## config.mk

```make
export PLATFORM = sky130hd
export DESIGN_NAME = fb_req_client
export DESIGN_NICKNAME = d
export VERILOG_FILES = /design/src/rtl/fb_req_client.sv
export SDC_FILE = /design/constraint.sdc
export NUM_CORES = 1
export LEC_CHECK = 0
export CELL_PAD_IN_SITES_DETAIL_PLACEMENT = 2
export CELL_PAD_IN_SITES_GLOBAL_PLACEMENT = 2
export CORE_UTILIZATION = 40
export DETAILED_ROUTE_END_ITERATION = 8
export HOLD_SLACK_MARGIN = 0.06
export PLACE_DENSITY = 0.8
export SYNTH_ARGS = -nofsm -noshare
export SYNTH_HDL_FRONTEND = slang
export SYNTH_SLANG_ARGS = --single-unit
```

## constraint.sdc

```tcl
create_clock -name clk -period 2.7 [get_ports clk]
set_clock_uncertainty 0.2 [all_clocks]
set_input_delay 0.27 -clock clk [delete_from_list [all_inputs] [get_ports clk]]
set_output_delay 0.27 -clock clk [all_outputs]
set_load 0.01 [all_outputs]
```

## src/rtl/fb_req_client.sv

```systemverilog
// Requester agent for the frame-buffer round-robin arbiter: queues burst commands,
// holds request until grant, streams beats. Optional starvation timer via FB_REQ_TIMEOUT_EN.
module fb_req_client #(
    parameter int AW        = 20,
    parameter int LW        = 8,
    parameter int DEPTH     = 4,
    parameter int TO_CYCLES = 255
) (
    input  logic          clk,
    input  logic          reset,
    input  logic          cmd_valid,
    output logic          cmd_ready,
    input  logic [AW-1:0] cmd_addr,
    input  logic [LW-1:0] cmd_len,
    output logic          request,
    input  logic          grant,
    output logic          mem_valid,
    output logic [AW-1:0] mem_addr,
    output logic          mem_last,
    input  logic          mem_ready,
    output logic          busy,
    output logic          starve
);
    localparam int PW = $clog2(DEPTH);
    localparam logic [PW:0]   PTR_ONE  = 1;
    localparam logic [AW-1:0] ADDR_ONE = 1;
    localparam logic [LW-1:0] LEN_ONE  = 1;

    typedef enum logic [1:0] {
        IDLE  = 2'd0,
        REQ   = 2'd1,
        BURST = 2'd2,
        DONE  = 2'd3
    } state_t;

    state_t        state_reg;
    logic [PW:0]   wr_ptr_reg;
    logic [PW:0]   rd_ptr_reg;
    logic [AW-1:0] fifo_addr [DEPTH];
    logic [LW-1:0] fifo_len  [DEPTH];
    logic [AW-1:0] addr_reg;
    logic [LW-1:0] beats_left_reg;
    logic          fifo_empty;
    logic          fifo_full;
    logic          push;
    logic          pop;
    logic          beat;

    // Extra pointer MSB distinguishes full from empty when the indices match.
    assign fifo_empty = (wr_ptr_reg == rd_ptr_reg);
    assign fifo_full  = (wr_ptr_reg[PW] != rd_ptr_reg[PW]) &&
                        (wr_ptr_reg[PW-1:0] == rd_ptr_reg[PW-1:0]);
    assign cmd_ready  = !fifo_full;
    assign push       = cmd_valid && !fifo_full;
    assign pop        = (state_reg == IDLE) && !fifo_empty;
    assign beat       = mem_valid && mem_ready;

    genvar gi;
    generate
        for (gi = 0; gi < DEPTH; gi++) begin : g_slot
            always_ff @(posedge clk) begin
                if (push && (wr_ptr_reg[PW-1:0] == PW'(gi))) begin
                    fifo_addr[gi] <= cmd_addr;
                    fifo_len[gi]  <= cmd_len;
                end
            end
        end
    endgenerate

    always_ff @(posedge clk or negedge reset) begin
        if (!reset) begin
            wr_ptr_reg <= '0;
            rd_ptr_reg <= '0;
        end else begin
            if (push) wr_ptr_reg <= wr_ptr_reg + PTR_ONE;
            if (pop)  rd_ptr_reg <= rd_ptr_reg + PTR_ONE;
        end
    end

    always_ff @(posedge clk or negedge reset) begin
        if (!reset) begin
            state_reg      <= IDLE;
            addr_reg       <= '0;
            beats_left_reg <= '0;
        end else begin
            case (state_reg)
                IDLE: begin
                    if (!fifo_empty) begin
                        addr_reg       <= fifo_addr[rd_ptr_reg[PW-1:0]];
                        beats_left_reg <= fifo_len[rd_ptr_reg[PW-1:0]];
                        state_reg      <= REQ;
                    end
                end
                REQ: begin
                    if (grant) state_reg <= BURST;
                end
                BURST: begin
                    // Losing grant simply stalls beats; position is kept.
                    if (beat) begin
                        addr_reg       <= addr_reg + ADDR_ONE;
                        beats_left_reg <= beats_left_reg - LEN_ONE;
                        if (beats_left_reg == '0) state_reg <= DONE;
                    end
                end
                DONE:    state_reg <= IDLE;
                default: state_reg <= IDLE;
            endcase
        end
    end

    assign request   = (state_reg == REQ) || (state_reg == BURST);
    assign mem_valid = (state_reg == BURST) && grant;
    assign mem_addr  = addr_reg;
    assign mem_last  = mem_valid && (beats_left_reg == '0);
    assign busy      = (state_reg != IDLE) || !fifo_empty;

`ifdef FB_REQ_TIMEOUT_EN
    localparam int CW = $clog2(TO_CYCLES + 1);
    localparam logic [CW-1:0] TO_MAX = CW'(TO_CYCLES);
    localparam logic [CW-1:0] TO_PRE = CW'(TO_CYCLES - 1);
    localparam logic [CW-1:0] CNT_ONE = 1;

    logic [CW-1:0] wait_cnt_reg;
    logic          starve_reg;

    always_ff @(posedge clk or negedge reset) begin
        if (!reset) begin
            wait_cnt_reg <= '0;
            starve_reg   <= 1'b0;
        end else begin
            if ((state_reg == REQ) && !grant) begin
                if (wait_cnt_reg != TO_MAX) wait_cnt_reg <= wait_cnt_reg + CNT_ONE;
                if (wait_cnt_reg >= TO_PRE) starve_reg <= 1'b1;
            end else begin
                wait_cnt_reg <= '0;
            end
            if (grant) starve_reg <= 1'b0;
        end
    end

    // Masked by grant so the flag drops in the very cycle grant arrives.
    assign starve = starve_reg && !grant;
`else
    logic unused_timeout;
    assign unused_timeout = (TO_CYCLES != 0);
    assign starve         = 1'b0;
`endif

endmodule

```

After elaboration in Yosys (flattened, before gate mapping) --
Memories as Yosys holds them, arrays and structs flattened. Cells that the tools add are included.
Operators by class: reduce and logical (&&, ||, !) cells 27, muxes and demuxes 37, add/sub/neg operators 4, equality and inequality tests 13
Operators by type and width (count):
- 20-bit two-way mux | 5
- 20-bit OR reduction | 3
- 8-bit two-way mux | 5
- 20-bit case mux with 2 select lines | 1
- 8-bit OR reduction | 3
- 20-bit by 1-bit adder with 20-bit output, second input constant | 1
- 2-bit two-way mux | 10
- 8-bit case mux with 2 select lines | 1
- 1-bit two-way mux | 14
- 1-bit logical AND | 10
- 2-bit equality test, second input constant | 4
- 8-bit logical NOT | 1
- 2-bit inequality test, second input constant | 4
- 2-bit case mux with 4 select lines | 1
- 8-bit by 1-bit subtractor with 8-bit output, second input constant | 1
- 3-bit by 1-bit adder with 3-bit output, second input constant | 2
- 2-bit by 1-bit equality test with 1-bit output, second input constant | 2
- 2-bit logical NOT | 2
- 4-bit AND reduction | 1
- 2-bit nonzero test | 2
- 3-bit equality test | 1
- 3-bit AND reduction | 1
- 2-bit equality test | 1
- 1-bit logical NOT | 2
- other kinds (2) | 3
Word-level totals: memories kept 2, input bits 33, logic and storage cells 88, output and inout bits 26, register bits after elaboration 36, bits in writable memories 112
Memories:
- fifo_addr | depth 4, width 20, read ports 1, clocked after memory_dff 0, wr ports 1, line 39 | logic [AW-1:0] fifo_addr [DEPTH];
- fifo_len | depth 4, width 8, read ports 1, clocked after memory_dff 0, wr ports 1, line 40 | logic [LW-1:0] fifo_len [DEPTH];

Longest topological paths before layout --
word-level depth 11, mapped depth 10, gate-level depth less buffers 7

Worst setup path after synthesis --
OpenSTA, ideal clock, no wires.
path type register to register, from register rd_ptr_reg[0], to memory fifo_addr[3][0] (enable), clock period less this slack 2362 ps, library setup time 389 ps, path slack 338 ps, cell stages (with the launch flop) 5, arrival 1773 ps, buffers on the path 0, data required time 2111 ps, path through dfrtp_1 xor2_1 nor2_1 a21boi_1 and2_1
Between the ends: cells in the longest elaborated chain, start to end 11, elaborated cells between the ends (all ways) 25, classes of those cells eq/ne: 1; mux: 14; reduce/logical: 10
RTL lines:
- start: declaration | line 38 | logic [PW:0] rd_ptr_reg;
- start signal: assignment | line 76 | if (pop) rd_ptr_reg <= rd_ptr_reg + PTR_ONE;
- 2-bit equality test (*) | line 52 | (wr_ptr_reg[PW-1:0] == rd_ptr_reg[PW-1:0]);
- 1-bit logical AND (*) | line 51 | assign fifo_full = (wr_ptr_reg[PW] != rd_ptr_reg[PW]) &&
- 1-bit logical NOT (*) | line 54 | assign push = cmd_valid && !fifo_full;
- 1-bit logical AND (*) | line 54
- 1-bit logical AND | line 62 | if (push && (wr_ptr_reg[PW-1:0] == PW'(gi))) begin
- 1-bit two-way mux | line 62
- 1-bit two-way mux (not written as such) | line 63 | fifo_addr[gi] <= cmd_addr;
- 20-bit OR reduction (no line)
- 2-bit two-way mux (no line) / 1-bit two-way mux (equally long branches) (3 in a row)
- end: declaration | line 39
Mark *: on every way between the ends. The rest lies on a longest branch, timed or not.

Worst setup path after layout --
from register beats_left_reg[4], to output mem_last
Between the ends: cells in the longest elaborated chain, start to end 2
RTL lines:
- start: declaration | line 42 | logic [LW-1:0] beats_left_reg;
- start signal: assignment | line 90 | beats_left_reg <= fifo_len[rd_ptr_reg[PW-1:0]];
- start signal: assignment | line 101 | beats_left_reg <= beats_left_reg - LEN_ONE;
- 8-bit logical NOT | line 114 | assign mem_last = mem_valid && (beats_left_reg == '0);
- 1-bit logical AND | line 114
- end: declaration | line 19 | output logic mem_last,
Every way passes these cells.

==> flow_metrics.py <==
metrics = {
    "status": {
        "status": "finished, final reports clean",
    },
    "cells_and_area": {
        "final_util": 0.509,
        "fin_area_mm2": 0.00779,
        "syn2layout_area_growth_pct": 23.6,
        "multiInputGateArea_mm2": 0.00189,
        "register_area_mm2": 0.00427,
        "layout.cells.non_filler": 704,
        "layout-drive-gt1-share": 0.162,
        "num_antenna_cells": 0,
        "fillerInstances": 1441,
        "largest_register_ffs": 80,
        "finalNetCount": 525,
        "largest-register": "fifo_addr",
    },
    "global_route": {
        "grt_pass1_vias": 4312,
        "gr-total-overflow": 0,
        "grt_pass1_wl_um": 26000,
        "antenna_found_initial": 0,
        "track_usage": 0.222,
        "grt_max_degree": 55,
    },
    "clocking": {
        "h-tree-depth": 4,
        "cts_buffer_depth": 2,
        "root_buffer": "clkbuf_16",
        "cts_buffers": 17,
        "cts_num_sinks": 148,
        "cts_tree": "built",
        "clk_pin_slew_ns": 0.06,
        "clock_insertion_delay_worst_skew_ns": 0.43,
    },
    "route": {
        "drc": 0,
        "via_per_inst": 5.64,
        "wl_per_cell_um": 23.6,
        "detail_route.first_pass.iterations": 5,
        "vias": 3974,
        "routed_wirelength_um": 16600,
        "drt_iter0_drc": 220,
        "final_antenna_net_count": 0,
    },
    "timing": {
        "fin_ws_ns": 0.129,
        "finalSetupViolCount": 0,
        "tns_ns": 0,
        "max_freq_ghz": 0.389,
        "period_needed_ns": 2.57,
        "period_share": 0.952,
        "finalHoldViolations": 0,
        "holdWs_ns": 0.273,
        "slew_headroom": 0.405,
        "rsz0062_at_grt": "false",
        "maxSlewViolCount": 0,
        "worst_pin_slew_ns": 0.893,
    },
    "placement": {
        "gp_congestion": 0.846,
        "dp_slack_ns": 0.295,
        "io_buffers": 57,
        "placed_area_mm2": 0.00719,
        "dp.cells": 671,
        "dp_hpwl_um": 10300,
    },
    "setup_path": {
        "ff2ff_setup_slack_ns": 0.22,
        "cp_top_family": "simple AND/OR/NAND/NOR gates",
        "cpPeakStageDelay_ns": 0.54,
        "worst_setup_path_end_kind": "output port",
        "worstReg2RegEnd": "mem_addr[11]",
        "r2r_cells": 9,
        "required_ns": 2.23,
        "critPathBufInv": 1,
        "arrival_ns": 2.10,
        "critPathKind": "reg2out",
        "r2r_start": "state_reg[0]",
        "start_kind": "flip-flop",
        "slowest_stage": "clkdlybuf4s50_1",
        "path_max_fanout": 6,
        "worstPathCellList": "nor4_1 -> nand3_1 -> nor2_1 -> clkdlybuf4s50_1",
    },
    "synth": {
        "synth_fp_nets": 455,
        "synth_seq_cells": 148,
        "yosys.area.top_type": "edfxtp_1",
        "synth_xor_area_frac": 0.00973,
        "synth_compound_area_frac": 0.0812,
        "ys.flop_type": "edfxtp_1",
        "synth_edf_count": 112,
        "yosys-top-cells-area": "edfxtp_1 (53%), dfrtp_1 (14%), mux4_2 (10%)",
        "synth_top_area_frac": 0.534,
        "synth_cells": 410,
        "synth_top_family_by_area": "multiplexers",
        "async_flop_share": 0.243,
        "synth_cell_type_count": 44,
        "synthMuxAreaShare": 0.110,
        "synthSimpleGateAreaFrac": 0.0743,
        "ys_seq_area_frac": 0.677,
        "synthAdderAreaFrac": 0.0238,
        "synth_warnings": 0,
        "synth.avg_cell_area_um2": 15.4,
        "syn_area_mm2": 0.00630,
    },
    "worst_hold_path": {
        "hp-class": "in2reg",
        "hold_depth": 1,
        "min_to": "fifo_addr[3][5]",
        "worstHoldStart": "cmd_addr[5]",
    },
    "die": {
        "die_x_um": 128,
        "core_area_mm2": 0.0153,
        "io_pins": 59,
        "placementRows": 45,
        "start_util": 0.412,
        "dieArea_mm2": 0.0163,
        "die_h_um": 128,
    },
    "power_and_ir_drop": {
        "ir_drop_mv": 0.552,
        "powerDensity_mw_per_mm2": 1290,
        "p_leak_nw": 2.71,
        "finalPower_mw": 10.0,
    },
    "flow_run": {
        "timing.max_cap.violations": 0,
    },
}
-- where the power goes --
part	leakage (nW)	internal, mW	switching, mW
clock	0.276	1.41	0.930
sequential	1.43	3.18	0.473
combinational	1.00	1.77	2.26
total	2.71	6.36	3.66
-- area by class of cell --
cell class / count / area share
sequential: 148 / 0.548
multi-input combinational: 231 / 0.243
timing repair buffer: 72 / 0.0957
clock buffer: 21 / 0.0591
tap: 211 / 0.0339
clock inverter: 11 / 0.0162
inverter: 10 / 0.00482
-- placed cells by master (no fill, tap or decap), drive strengths merged, types with 10 or more instances in the layout --
cell / n
a21oi: 27
buf: 15
nand2: 29
mux4: 28
a2bb2oi: 11
clkbuf: 21
nand3: 17
nor2: 16
nand4: 10
o22ai: 15
inv: 11
ha: 12
dfrtp: 36
o21ai: 16
edfxtp: 112
clkdlybuf4s50: 55
-- synthesized netlist by cell type, types with 4 or more instances --
library cell	n
edfxtp_1	112
o21ai_0	16
a21oi_1	26
dfrtp_1	36
xor2_1	4
mux2i_1	4
nor2_1	16
and2_1	7
nand3_1	16
mux4_2	28
a2bb2oi_1	11
ha_1	12
clkbuf_1	7
o22ai_1	15
inv_1	10
nand4_1	10
nand2_1	29
buf_2	6
-- worst max path at each step --
stage                            startpoint         endpoint  slack (ns)  depth (start not counted)
final                     beats_left_reg[4]         mem_last        0.13                          4
after global placement                grant     mem_addr[11]        0.40                          7
after CTS                     wr_ptr_reg[0]             busy        0.02                          3
after floorplan               rd_ptr_reg[0]  fifo_addr[3][0]        0.34                          4
after detailed placement              grant      mem_addr[2]        0.29                          7
after global routing           state_reg[0]      mem_addr[2]        0.07                          9
-- cells by family (layout without fill, tap and decap cells) --
kind of cell / count (synthesis) / in the layout
other: 1 / 1
flip-flops: 148 / 148
XOR/XNOR: 7 / 7
AND/OR/NAND/NOR: 95 / 95
AO/OA/AOI/OAI: 82 / 82
buffers and inverters: 31 / 114
adder cells (fa/ha/maj): 12 / 12
multiplexers: 34 / 34
-- metal layers --
layer | vias up | track usage | routed length [um]
li1 | 1750 | - | -
met1 | 2084 | 0.282 | 7170
met2 | 104 | 0.365 | 8240
met3 | 36 | 0.0477 | 750
met4 | 0 | 0.100 | 437
met5 | - | 0 | 0
-- timing repair --
item	CTS	global route
resized for setup	0	1
endpoints found under the setup margin	0	1
hold buffers	1	0
setup buffers	0	0
endpoints found under the hold margin	36	0
No activity file was read; power rests on OpenSTA's default activity.
